### src/rtl/laser_xy_tracker_if.sv
// Frame-sample input and smoothed-position output bundle for laser_xy_tracker.
// The slave modport is the tracker; the master drives frames and consumes results.
interface laser_xy_tracker_if;
    logic        frame_end;
    logic        laser_found;
    logic [31:0] laser_xy;
    logic [31:0] out_xy;
    logic        out_valid;
    logic        out_ready;
    logic        tracking;

    modport master (
        output frame_end, laser_found, laser_xy, out_ready,
        input  out_xy, out_valid, tracking
    );

    modport slave (
        input  frame_end, laser_found, laser_xy, out_ready,
        output out_xy, out_valid, tracking
    );
endinterface

### src/rtl/laser_xy_tracker.sv
// Laser spot tracker: per-axis sliding-window average over accepted samples, with
// jump gating against the last output and coasting through short dropouts.
//
// state      | meaning
// -----------+------------------------------------------------------------
// ST_ACQUIRE | filling an empty window; any found sample is accepted
// ST_TRACK   | window full, last frame was a hit; results are produced
// ST_COAST   | window full, one or more recent misses; drops after LOST_FRAMES
module laser_xy_tracker #(
    parameter int AVG_LOG2    = 2,
    parameter int MAX_JUMP    = 64,
    parameter int LOST_FRAMES = 8
) (
    input logic               clk,
    input logic               reset_n,
    laser_xy_tracker_if.slave bus
);
    localparam int DEPTH  = 1 << AVG_LOG2;
    localparam int SUM_W  = 16 + AVG_LOG2;
    localparam int PTR_W  = (AVG_LOG2 > 0) ? AVG_LOG2 : 1;
    localparam int MISS_W = $clog2(LOST_FRAMES + 1);

    localparam logic [15:0]       JUMP_LIM   = 16'(MAX_JUMP);
    localparam logic [PTR_W-1:0]  PTR_LAST   = PTR_W'(DEPTH - 1);
    localparam logic [AVG_LOG2:0] FILL_FULL  = (AVG_LOG2 + 1)'(DEPTH);
    localparam logic [MISS_W-1:0] MISS_LIMIT = MISS_W'(LOST_FRAMES);

    typedef enum logic [1:0] {ST_ACQUIRE, ST_TRACK, ST_COAST} state_t;

    state_t            state_q, state_d;
    logic [15:0]       win_x_q [DEPTH];
    logic [15:0]       win_x_d [DEPTH];
    logic [15:0]       win_y_q [DEPTH];
    logic [15:0]       win_y_d [DEPTH];
    logic [SUM_W-1:0]  sum_x_q, sum_x_d, sum_y_q, sum_y_d;
    logic [PTR_W-1:0]  ptr_q, ptr_d;
    logic [AVG_LOG2:0] fill_q, fill_d;
    logic [MISS_W-1:0] miss_q, miss_d;
    logic              res_q, res_d;
    logic [31:0]       out_xy_q, out_xy_d;
    logic              out_valid_q, out_valid_d;

    logic [15:0] smp_x, smp_y, ref_x, ref_y, dist_x, dist_y;
    logic        near, hit, miss_ev, clr;

    assign smp_x   = bus.laser_xy[31:16];
    assign smp_y   = bus.laser_xy[15:0];
    assign ref_x   = out_xy_q[31:16];
    assign ref_y   = out_xy_q[15:0];
    assign dist_x  = (smp_x >= ref_x) ? (smp_x - ref_x) : (ref_x - smp_x);
    assign dist_y  = (smp_y >= ref_y) ? (smp_y - ref_y) : (ref_y - smp_y);
    assign near    = (dist_x <= JUMP_LIM) && (dist_y <= JUMP_LIM);
    assign hit     = bus.frame_end && bus.laser_found && ((state_q == ST_ACQUIRE) || near);
    assign miss_ev = bus.frame_end && !hit;

    always_comb begin
        state_d     = state_q;
        win_x_d     = win_x_q;
        win_y_d     = win_y_q;
        sum_x_d     = sum_x_q;
        sum_y_d     = sum_y_q;
        ptr_d       = ptr_q;
        fill_d      = fill_q;
        miss_d      = miss_q;
        res_d       = 1'b0;
        out_xy_d    = out_xy_q;
        out_valid_d = out_valid_q;
        clr         = 1'b0;

        // A freshly computed average outranks a same-cycle consume.
        if (res_q) begin
            out_xy_d    = {16'(sum_x_q >> AVG_LOG2), 16'(sum_y_q >> AVG_LOG2)};
            out_valid_d = 1'b1;
        end else if (out_valid_q && bus.out_ready) begin
            out_valid_d = 1'b0;
        end

        // Unfilled slots hold zero, so subtracting the overwritten slot is always exact.
        if (hit) begin
            win_x_d[ptr_q] = smp_x;
            win_y_d[ptr_q] = smp_y;
            sum_x_d        = sum_x_q + SUM_W'(smp_x) - SUM_W'(win_x_q[ptr_q]);
            sum_y_d        = sum_y_q + SUM_W'(smp_y) - SUM_W'(win_y_q[ptr_q]);
            ptr_d          = (ptr_q == PTR_LAST) ? '0 : ptr_q + 1'b1;
        end

        unique case (state_q)
            ST_ACQUIRE: begin
                if (hit) begin
                    fill_d = fill_q + 1'b1;
                    if (fill_q + 1'b1 == FILL_FULL) begin
                        state_d = ST_TRACK;
                        res_d   = 1'b1;
                    end
                end else if (miss_ev) begin
                    clr = 1'b1;
                end
            end
            ST_TRACK: begin
                if (hit) begin
                    res_d = 1'b1;
                end else if (miss_ev) begin
                    state_d = ST_COAST;
                    miss_d  = MISS_W'(1);
                end
            end
            ST_COAST: begin
                if (hit) begin
                    state_d = ST_TRACK;
                    miss_d  = '0;
                    res_d   = 1'b1;
                end else if (miss_ev) begin
                    if (miss_q + 1'b1 == MISS_LIMIT) begin
                        state_d = ST_ACQUIRE;
                        clr     = 1'b1;
                    end else begin
                        miss_d = miss_q + 1'b1;
                    end
                end
            end
            default: begin
                state_d = ST_ACQUIRE;
                clr     = 1'b1;
            end
        endcase

        if (clr) begin
            for (int i = 0; i < DEPTH; i++) begin
                win_x_d[i] = '0;
                win_y_d[i] = '0;
            end
            sum_x_d = '0;
            sum_y_d = '0;
            ptr_d   = '0;
            fill_d  = '0;
            miss_d  = '0;
        end
    end

    always_ff @(posedge clk or negedge reset_n) begin
        if (!reset_n) begin
            state_q <= ST_ACQUIRE;
            for (int i = 0; i < DEPTH; i++) begin
                win_x_q[i] <= '0;
                win_y_q[i] <= '0;
            end
            sum_x_q     <= '0;
            sum_y_q     <= '0;
            ptr_q       <= '0;
            fill_q      <= '0;
            miss_q      <= '0;
            res_q       <= 1'b0;
            out_xy_q    <= '0;
            out_valid_q <= 1'b0;
        end else begin
            state_q     <= state_d;
            win_x_q     <= win_x_d;
            win_y_q     <= win_y_d;
            sum_x_q     <= sum_x_d;
            sum_y_q     <= sum_y_d;
            ptr_q       <= ptr_d;
            fill_q      <= fill_d;
            miss_q      <= miss_d;
            res_q       <= res_d;
            out_xy_q    <= out_xy_d;
            out_valid_q <= out_valid_d;
        end
    end

    assign bus.out_xy    = out_xy_q;
    assign bus.out_valid = out_valid_q;
    assign bus.tracking  = (state_q != ST_ACQUIRE);
endmodule
### src/flat_wrapper.sv
// flat-port wrapper written by rule: the top's interface ports become plain ports
module laser_xy_tracker_flat 
#(
    parameter int AVG_LOG2    = 2,
    parameter int MAX_JUMP    = 64,
    parameter int LOST_FRAMES = 8
)
  (clk, reset_n, bus_frame_end, bus_laser_found, bus_laser_xy, bus_out_ready, bus_out_xy, bus_out_valid, bus_tracking);
  laser_xy_tracker_if bus_i ();
  input logic clk;
  input logic reset_n;
  input wire logic [$bits(bus_i.frame_end)-1:0] bus_frame_end;
  input wire logic [$bits(bus_i.laser_found)-1:0] bus_laser_found;
  input wire logic [$bits(bus_i.laser_xy)-1:0] bus_laser_xy;
  input wire logic [$bits(bus_i.out_ready)-1:0] bus_out_ready;
  output wire logic [$bits(bus_i.out_xy)-1:0] bus_out_xy;
  output wire logic [$bits(bus_i.out_valid)-1:0] bus_out_valid;
  output wire logic [$bits(bus_i.tracking)-1:0] bus_tracking;
  assign bus_i.frame_end = bus_frame_end;
  assign bus_i.laser_found = bus_laser_found;
  assign bus_i.laser_xy = bus_laser_xy;
  assign bus_i.out_ready = bus_out_ready;
  assign bus_out_xy = bus_i.out_xy;
  assign bus_out_valid = bus_i.out_valid;
  assign bus_tracking = bus_i.tracking;
  laser_xy_tracker #(.AVG_LOG2(AVG_LOG2), .MAX_JUMP(MAX_JUMP), .LOST_FRAMES(LOST_FRAMES)) u_core (.clk(clk), .reset_n(reset_n), .bus(bus_i));
endmodule
### config.mk
export PLATFORM = sky130hd
export DESIGN_NAME = laser_xy_tracker_flat
export DESIGN_NICKNAME = d
export VERILOG_FILES = /design/src/rtl/laser_xy_tracker_if.sv /design/src/rtl/laser_xy_tracker.sv /design/src/flat_wrapper.sv
export SDC_FILE = /design/constraint.sdc
export NUM_CORES = 1
export LEC_CHECK = 0
export CAP_MARGIN = 25
export CORE_ASPECT_RATIO = 1.4
export CORE_MARGIN = 10
export CORE_UTILIZATION = 45
export CTS_CLUSTER_DIAMETER = 50
export DETAILED_ROUTE_END_ITERATION = 16
export SYNTH_ARGS = -nofsm -noshare
export SYNTH_HDL_FRONTEND = slang
export SYNTH_SLANG_ARGS = --single-unit
### constraint.sdc
create_clock -name clk -period 12.9 [get_ports clk]
set_clock_uncertainty 0.2 [all_clocks]
set_input_delay 2.58 -clock clk [delete_from_list [all_inputs] [get_ports clk]]
set_output_delay 2.58 -clock clk [all_outputs]
set_load 0.02 [all_outputs]
# Word level (Yosys, flattened, before mapping)
# Cells that the tools add are included.
# Widths: inputs -> output; s select.
classes:
  add_sub_neg: 11
  magnitude_cmp: 6
  n_eq_ne: 15
  muxes: 53
  n_bitwise: 1
  n_reduce_logical: 18
op_table:
  columns: ["operator", "count"]
  rows:
  - ["$mux 64", 4]
  - ["$bwmux 64", 2]
  - ["$mux 16", 7]
  - ["$mux 18", 4]
  - ["$bmux 16 s2", 2]
  - ["$sub 16x16->16", 4]
  - ["$add 18x16->18", 2]
  - ["$sub 18x16->18", 2]
  - ["$demux 16 s2", 1]
  - ["$ge 16x16->1", 2]
  - ["$le 16x7->1 const B", 2]
  - ["$mux 4", 6]
  - ["$mux 2", 10]
  - ["$mux 1", 10]
  - ["$mux 3", 3]
  - ["$ne 3x1->1 const B", 3]
  - ["$pmux 4 s2", 1]
  - ["$reduce_bool 2->1", 4]
  - ["$logic_and 1x1->1", 6]
  - ["$pmux 2 s3", 1]
  - ["$reduce_and 6->1", 1]
  - ["$reduce_and 5->1", 1]
  - ["$add 4x1->4 const B", 1]
  - ["$eq 2x2->1 const B", 2]
  - ["other kinds (21)", 23]
word_totals:
  reg_bits: 209
  inputBits: 37
  output_inout_bits: 34
  word_cells: 121

# Logic depth before layout (Yosys ltp)
# Gate-level depths: netlist of the first run.
depth:
  depth_word: 13
  mapped_depth: 19
  ltp_nobuf: 17

# Least setup slack after synthesis of the first run
# No wires, ideal clock.
synth_path:
  path_type: "input -> register"
  start: "in bus_laser_xy[1]"
  end: "reg u_core.sum_y_q[17]"
  setup_ps: 77
  arrival_time_ps: 5828
  required_ps: 12623
  setup_slack_ps: 6794
  path_stages: 16
  path_buffers: 0
  cell_sequence: "inv_1 fa_1 inv_1 ha_1 a21o_1 a21oi_1 o21bai_1 a2111oi_0 nor3_1 a41oi_1 a211o_1 nand2_1 o41ai_1 xnor2_1 or3_1 a21oi_1"
synth_via:
  elab_chain_cells: 12
  elab_cells_between_ends: 20
  cone_classes: "add/sub: 4; order compare: 2; mux: 8; reduce/logical: 6"
synth_rtl:
  columns: ["element", "line_no", "source"]
  rows:
  - ["from (decl)", "flat_wrapper.sv:14", "input wire logic [$bits(bus_i.laser_xy)-1:0] bus_laser_xy;"]
  - ["$sub 16x16->16 or $ge 16x16->1 (tied branches)", "laser_xy_tracker.sv:51", "assign dist_y = (smp_y >= ref_y) ? (smp_y - ref_y) : (ref_y - smp_y);"]
  - ["$mux 16", "laser_xy_tracker.sv:51", null]
  - ["$le 16x7->1", "laser_xy_tracker.sv:52", "assign near = (dist_x <= JUMP_LIM) && (dist_y <= JUMP_LIM);"]
  - ["$logic_and 1x1->1", "laser_xy_tracker.sv:52", null]
  - ["$logic_or 1x1->1", "laser_xy_tracker.sv:53", "assign hit = bus.frame_end && bus.laser_found && ((state_q == ST_ACQUIRE) || near);"]
  - ["$logic_and 1x1->1", "laser_xy_tracker.sv:53", null]
  - ["$logic_not 1->1", "laser_xy_tracker.sv:54", "assign miss_ev = bus.frame_end && !hit;"]
  - ["$logic_and 1x1->1", "laser_xy_tracker.sv:54", null]
  - ["$mux 1, on equally long branches", "laser_xy_tracker.sv:112, laser_xy_tracker.sv:95", null]
  - ["$mux 1, on equally long branches", "laser_xy_tracker.sv:108, laser_xy_tracker.sv:89", null]
  - ["$pmux 1 s3", "laser_xy_tracker.sv:87", "unique case (state_q)"]
  - ["$mux 18 or $reduce_bool 2->1 (tied branches)", null, null]
  - ["to (signal assigned)", "laser_xy_tracker.sv:160", "sum_y_q <= sum_y_d;"]
  - ["to (decl)", "laser_xy_tracker.sv:35", "logic [SUM_W-1:0] sum_x_q, sum_x_d, sum_y_q, sum_y_d;"]
# Parallel ways exist; a longest one is shown, timed or not. The select of a mux whose other input is x is not followed.
# A chain may end at the register's enable or synchronous reset.

# Worst setup path after layout of the first run
layout_path:
  start: "in bus_laser_xy[13]"
  end: "reg u_core.win_y_q[5] in the netlist's numbering"
layout_via:
  elab_chain_cells: 12
  elab_cells_between_ends: 17
  cone_classes: "add/sub: 2; order compare: 2; mux: 7; reduce/logical: 6"
layout_rtl:
  columns: ["element", "line_no", "source"]
  rows:
  - ["$sub 16x16->16 or $ge 16x16->1 (tied branches)", "laser_xy_tracker.sv:51", null]
  - ["$mux 16 *", "laser_xy_tracker.sv:51", null]
  - ["$le 16x7->1 *", "laser_xy_tracker.sv:52", null]
  - ["$logic_and 1x1->1 *", "laser_xy_tracker.sv:52", null]
  - ["$logic_or 1x1->1 *", "laser_xy_tracker.sv:53", null]
  - ["$logic_and 1x1->1 *", "laser_xy_tracker.sv:53", null]
  - ["$logic_not 1->1", "laser_xy_tracker.sv:54", null]
  - ["$logic_and 1x1->1", "laser_xy_tracker.sv:54", null]
  - ["$mux 1, on equally long branches", "laser_xy_tracker.sv:112, laser_xy_tracker.sv:95", null]
  - ["$mux 1, on equally long branches", "laser_xy_tracker.sv:108, laser_xy_tracker.sv:89", null]
  - ["$pmux 1 s3", "laser_xy_tracker.sv:87", null]
  - ["$mux 64 or $reduce_bool 2->1 (tied branches)", null, null]
  - ["to (signal assigned)", "laser_xy_tracker.sv:158", "win_y_q <= win_y_d;"]
  - ["to (decl)", "laser_xy_tracker.sv:33", "logic [15:0] win_y_q [DEPTH];"]
# Every way passes the cells marked *; elsewhere a longest branch is shown, timed or not.

==> impl_metrics.json, run 1 <==
{
  "status": "finished, final reports clean",
  "rows": 78,
  "hold_path_end": "u_core.bus.out_valid$_DFFE_PN0P_",
  "wirelength_um": 39740,
  "drv_cap": 0,
  "syn-num-nets": 1689,
  "numPortBuffers": 70,
  "tightest_slew_ns": 1.023,
  "async_reset_ff_share_pct": 100.0,
  "grt_pass1_wl_um": 63760,
  "arrival_ns": 8.28,
  "final_cells": 2008,
  "pwr_density_cell_mw_per_mm2": 247.3,
  "synth_edf_count": 0,
  "syn_area_mm2": 0.01470,
  "reg2reg_depth": 16,
  "syn_avg_cell_area_um2": 9.738,
  "ys.flop_type": "dfrtp_1",
  "start_util_pct": 45.52,
  "n_antenna_cell": 0,
  "cts-root-buf": "clkbuf_16",
  "cts_setup_buffers": 0,
  "critPathRequiredTime_ns": 13.19,
  "grt_pass1_vias": 11790,
  "first_pass_iters": 5,
  "route.vias.total": 11360,
  "finalSetupViolations": 0,
  "vias_per_cell": 5.658,
  "grt_max_degree": 80,
  "ys_ff_latch": 209,
  "hold_slack_ns": 0.2856,
  "syn2layout_area_growth_pct": 13.03,
  "cts_tree": "built",
  "fmax_mhz": 125.1,
  "ant_nets": 0,
  "synth_cells": 1510,
  "gp_congestion": 0.8819,
  "finalPower_mw": 4.111,
  "rr_startpoint": "u_core.bus.out_xy[13]$_DFFE_PN0P_",
  "dp_hpwl_um": 28670,
  "yosys_warnings": 0,
  "dp.cells": 1957,
  "regToRegSetupSlack_ns": 7.07,
  "period_share_pct": 61.96,
  "drv_slew": 0,
  "ys_seq_area_share_pct": 35.57,
  "clock-sinks": 209,
  "cts_inserted_buffers": 27,
  "hold_viol": 0,
  "fin_nets": 1727,
  "worstPathMaxFanout": 37,
  "clockBufferDepth": 3,
  "drive_gt1_share_pct": 7.717,
  "finalCriticalPeriod_ns": 7.992,
  "start_kind": "primary input",
  "rsz0062_at_grt": "no",
  "coreArea_mm2": 0.03230,
  "insertion_delay_ns": 0.55,
  "die-area_mm2": 0.04041,
  "hp-start": "u_core.bus.out_valid$_DFFE_PN0P_",
  "postPlaceCellArea_mm2": 0.01564,
  "post-route-drc-count": 0,
  "synth_xor_xnor_area_share_pct": 2.919,
  "ir_drop_v": 0.0001047,
  "endpoint_kind": "register",
  "synth_mux_area_share_pct": 9.777,
  "drtIter0Drc": 869,
  "ys_types": 93,
  "cts_resized": 0,
  "design_area_mm2": 0.01662,
  "synth_compound_area_share_pct": 18.40,
  "p_leak_nw": 8.086,
  "final_cell_mix": "dfrtp_1, inv_1, nor2_1, ha_1, nand2_1",
  "setup_tns_ns": 0,
  "r2r_end": "u_core.win_y_q[5]$_DFFE_PN0P_",
  "die_w_um": 172.8,
  "slew_headroom_pct": 31.79,
  "fp.dieH_um": 233.9,
  "io_pins": 71,
  "yosys.area_share.simple_pct": 11.74,
  "synth_top_family_by_area": "compound AO/OA/AOI/OAI gates",
  "clkSlewWorstSetupHoldPaths_ns": 0.06,
  "ctsHtreeMaxLevel": 1,
  "final_common_cell": "dfrtp_1",
  "crit_type": "primary input to register",
  "antenna_found_initial": 0,
  "grt_usage_pct": 19.38,
  "synth_fa_ha_area_share_pct": 13.72,
  "gr-total-overflow": 0,
  "holdCritPathClass": "register to register",
  "min_path_cells": 1,
  "wire_per_inst_um": 19.79,
  "ctsHoldBuffers": 0
}
-- cells in the mapped netlist (4+ instances only) --
cell type / count / share of area, %
dfrtp_1: 209 / 36
nor3_1: 14 / 0.48
o211ai_1: 9 / 0.46
or3_1: 13 / 0.55
mux2_2: 5 / 0.38
xor2_1: 20 / 1.2
o31ai_1: 4 / 0.20
and3_1: 9 / 0.38
fa_1: 32 / 4.4
buf_4: 5 / 0.26
a21o_1: 16 / 0.82
mux2i_1: 66 / 4.5
inv_1: 197 / 5.0
nor2b_1: 6 / 0.26
a31oi_1: 9 / 0.38
buf_1: 4 / 0.10
a211oi_1: 10 / 0.51
xnor2_1: 29 / 1.7
o21ai_1: 4 / 0.14
mux4_2: 32 / 4.9
nor4_1: 4 / 0.17
ha_1: 110 / 9.4
a21oi_1: 78 / 2.7
and2_1: 10 / 0.43
o22ai_1: 7 / 0.30
o21ai_0: 81 / 2.8
nand2b_1: 16 / 0.68
a211o_1: 5 / 0.30
buf_6: 10 / 0.77
clkbuf_1: 29 / 0.74
o21a_1: 10 / 0.51
o211a_1: 4 / 0.27
buf_2: 25 / 0.85
nor2_1: 140 / 3.6
a22o_1: 75 / 4.5
nand3_1: 16 / 0.54
nand4_1: 4 / 0.17
o21bai_1: 12 / 0.61
o2111ai_1: 5 / 0.30
nand2_1: 92 / 2.3
-- worst max-delay path: stages --
cell and delay [ns]:
clkdlybuf4s50_1 0.62, ha_1 0.43, a21oi_1 0.19, nor2_1 0.07, a211oi_1 0.41, o31a_1 0.56
o21ai_0 0.20, nand4b_1 0.21, o31ai_1 0.55, nand3_1 0.26, o31ai_4 0.24, buf_4 0.43
and2b_1 0.40, and2_1 0.48, buf_4 0.43, a22o_1 0.21
-- metal layers --
metal	global-route usage (%)	part of all wire (%)	up-vias
li1	-	-	5336
met1	22.49	41	5664
met4	7.534	3.4	0
met5	0	0	-
met3	2.527	4.2	84
met2	35.73	52	278
-- worst max path at each step --
| stage | slack [ns] | from | cells after the start | endpoint |
|---|---|---|---|---|
| 2_1_floorplan | 6.79 | bus_laser_xy[1] | 16 | u_core.sum_y_q[17]$_DFFE_PN0P_ |
| 3_3_place_gp | 4.47 | bus_laser_xy[9] | 16 | u_core.win_x_q[11]$_DFFE_PN0P_ |
| 3_5_place_dp | 4.36 | bus_laser_xy[13] | 16 | u_core.win_x_q[1]$_DFFE_PN0P_ |
| 4_1_cts | 4.92 | bus_laser_xy[13] | 16 | u_core.win_y_q[5]$_DFFE_PN0P_ |
| 5_1_grt | 4.55 | bus_laser_xy[13] | 16 | u_core.win_x_q[3]$_DFFE_PN0P_ |
| 6_report | 4.91 | bus_laser_xy[13] | 16 | u_core.win_y_q[5]$_DFFE_PN0P_ |
-- through the flow --
step | worst slack (ns) | util (%)
global placement | 4.474 | 48.42
global route | 4.546 | 51.45
CTS | 4.920 | 51.30
finish | 4.908 | 51.45
detailed placement | 4.357 | 48.42
floorplan | 6.794 | -
-- state kept, by name (all words and copies together), names as in the netlist --
name / count
u_core.win_y_q: 64
u_core.win_x_q: 64
u_core.fill_q: 3
u_core.ptr_q: 2
u_core.miss_q: 4
u_core.res_q: 1
u_core.sum_y_q: 18
u_core.sum_x_q: 18
u_core.state_q: 2
u_core.bus.out_valid: 1
u_core.bus.out_xy: 32
-- cells by family (layout without fill, tap and decap cells) --
| kind of cell | after synthesis | count (layout) |
|---|---|---|
| DFF | 209 | 209 |
| xor gates and xnor gates | 49 | 49 |
| and+or+nand+nor | 357 | 357 |
| buffers and inverters | 271 | 329 |
| adders and majority gates | 142 | 142 |
| muxes | 103 | 103 |
| AOI/OAI and AO/OA | 379 | 379 |
-- area by class of cell --
type,count,area (um2)
inverter,197,739.5
tap,440,550.5
sequential,209,5233
fill,2946,15680
multi-input combinational,1030,8332
timing repair buffer,83,835.8
clock buffer,36,739.5
clock inverter,13,190.2
-- power by group --
group	total, mW	internal [mW]	switching, mW
sequential	0.965	0.821	0.144
clock	0.793	0.485	0.308
combinational	2.35	0.998	1.35
Note: power is estimated with default switching activity, not from simulation.
==> run 2: changes to the inputs <==
==> constraint.sdc (replaced) <==
create_clock -name clk -period 7.9 [get_ports clk]
set_clock_uncertainty 0.2 [all_clocks]
set_input_delay 1.58 -clock clk [delete_from_list [all_inputs] [get_ports clk]]
set_output_delay 1.58 -clock clk [all_outputs]
set_load 0.02 [all_outputs]
==> run 2 against run 1 <==
Against the previous run:
- final cell count is essentially flat
- via count shrank 0.45%
- worst setup slack lost 3.7 ns
- hold slack lost 0.0023 ns
- critical endpoint is now u_core.win_y_q[7]$_DFFE_PN0P_
- design area is essentially flat
- flip-flop and latch count is the same
- power grew 64%
- die area is the same
- first-iteration DRC count shrank 15%
- highest routed layer unchanged
==> impl_metrics.json, run 2 (synthesis results as in run 1) <==
{
  "status": "finished, final reports clean",
  "insertion_delay_ns": 0.56,
  "finalSetupViolations": 0,
  "grt_pass1_wl_um": 64540,
  "drtIter0Drc": 741,
  "cts_setup_buffers": 0,
  "final_cell_mix": "dfrtp_1, inv_1, nor2_1, ha_1, nand2_1",
  "ctsHoldBuffers": 0,
  "cts_inserted_buffers": 27,
  "slowest_delay_ns": 0.83,
  "numPortBuffers": 70,
  "wire_per_inst_um": 20.32,
  "start_kind": "primary input",
  "endpoint_kind": "register",
  "worstPathMaxFanout": 24,
  "n_antenna_cell": 0,
  "syn2layout_area_growth_pct": 12.98,
  "ir_drop_v": 0.0002043,
  "cts_tree": "built",
  "gr-total-overflow": 0,
  "clkSlewWorstSetupHoldPaths_ns": 0.06,
  "rsz0062_at_grt": "no",
  "die-area_mm2": 0.04041,
  "fmax_mhz": 148.9,
  "grt_usage_pct": 19.88,
  "post-place-ws_ns": 0.7508,
  "route.vias.total": 11310,
  "die_w_um": 172.8,
  "fin_nets": 1728,
  "ant_nets": 0,
  "fill_cells": 3013,
  "grt_pass1_vias": 11770,
  "grt_max_degree": 134,
  "timing.final.ws_setup_ns": 1.184,
  "antenna_found_initial": 0,
  "crit_type": "primary input to register",
  "hold_viol": 0,
  "clockBufferDepth": 3,
  "clock-sinks": 209,
  "setup_tns_ns": 0,
  "drv_slew": 0,
  "holdCritPathClass": "register to register",
  "pwr_density_cell_mw_per_mm2": 404.8,
  "rows": 78,
  "coreArea_mm2": 0.03230,
  "gp_congestion": 0.9338,
  "cts_resized": 0,
  "wirelength_um": 40810,
  "finalCriticalPeriod_ns": 6.716,
  "slowest_stage": "a21oi_4",
  "final_common_cell": "dfrtp_1",
  "vias_per_cell": 5.630,
  "tightest_slew_ns": 1.059,
  "drv_cap": 0,
  "crit_chain": "clkdlybuf4s50_1 > ha_1 > a21oi_1 > nor2_1 > a211oi_1 > o31a_1 > o21ai_0 > nand4b_1 > o31ai_1 > nand3_1 > o31ai_4 > o21bai_4 > a21oi_4 > buf_4 > a22o_1",
  "dp_hpwl_um": 28930,
  "slew_headroom_pct": 29.25,
  "ctsHtreeMaxLevel": 1,
  "fp.dieH_um": 233.9,
  "arrival_ns": 7.00,
  "start_util_pct": 45.52,
  "drive_gt1_share_pct": 8.094,
  "io_pins": 71,
  "post-route-drc-count": 0,
  "p_leak_nw": 8.099,
  "cts-root-buf": "clkbuf_16",
  "period_share_pct": 85.01,
  "first_pass_iters": 5,
  "critPathRequiredTime_ns": 8.19
}
run 2: changes by cell type in the layout (fill, tap and decap cells not counted), sizes merged:
| cell | change |
|---|---|
| inv | +2 |
| clkinv | +3 |
| buf | +1 |
| clkbuf | -5 |
run 2: area by class of cell:
| cell class | count | area, um2 | area share (%) |
|---|---|---|---|
| Clock buffer | 31 | 720.7 | 4.338 |
| Inverter | 197 | 739.5 | 4.451 |
| Multi-Input combinational cell | 1030 | 8332 | 50.15 |
| Clock inverter | 18 | 215.2 | 1.295 |
| Sequential cell | 209 | 5233 | 31.50 |
| Tap cell | 440 | 550.5 | 3.314 |
| Timing Repair Buffer | 84 | 823.3 | 4.956 |
run 2: routing by layer:
| layer | wire, um | vias up | GRT usage, % |
|---|---|---|---|
| met1 | 16400 | 5593 | 22.78 |
| li1 | - | 5347 | - |
| met5 | 0 | - | 0 |
| met2 | 21180 | 273 | 36.75 |
| met3 | 1742 | 98 | 2.624 |
| met4 | 1494 | 0 | 8.237 |
run 2: worst paths after layout:
check                           slack, ns  depth (start not counted)                               end                               from
worst min register to register       0.28                          1  u_core.bus.out_valid$_DFFE_PN0P_   u_core.bus.out_valid$_DFFE_PN0P_
worst max register to register       2.32                         15     u_core.win_y_q[7]$_DFFE_PN0P_  u_core.bus.out_xy[13]$_DFFE_PN0P_
worst min-delay path                 0.28                          1  u_core.bus.out_valid$_DFFE_PN0P_   u_core.bus.out_valid$_DFFE_PN0P_
min in group asynchronous            0.77                          1     u_core.win_x_q[4]$_DFFE_PN0P_                            reset_n
max in group asynchronous            5.55                          2       u_core.ptr_q[0]$_DFFE_PN0P_                            reset_n
worst max-delay path                 1.18                         15     u_core.win_y_q[7]$_DFFE_PN0P_                   bus_laser_xy[13]
run 2: critical path: cells and delay by family:
family	cells	cell delay, ns
adder cells (fa/ha/maj)	1	0.49
AO/OA/AOI/OAI	9	3.47
buffers and inverters	2	0.88
AND/OR/NAND/NOR	3	0.56
run 2: where the power goes:
group | switching (mW) | total [mW] | internal, mW
Sequential | 0.216 | 1.56 | 1.34
Clock | 0.513 | 1.30 | 0.789
Combinational | 2.24 | 3.87 | 1.62
Total | 2.97 | 6.73 | 3.75
run 2: metrics by stage:
stage	cells	hold WS [ns]	area (um2)	utilization [%]	power [mW]
finish	2009	0.2832	16610	51.43	6.726
global route	2009	0.3017	16610	51.43	7.266
CTS	2009	0.2854	16610	51.43	6.779
detailed placement	1960	0.2720	15680	48.53	5.434
global placement	1960	0.2630	15680	48.53	5.383
floorplan	1510	0.2498	14700	-	4.429
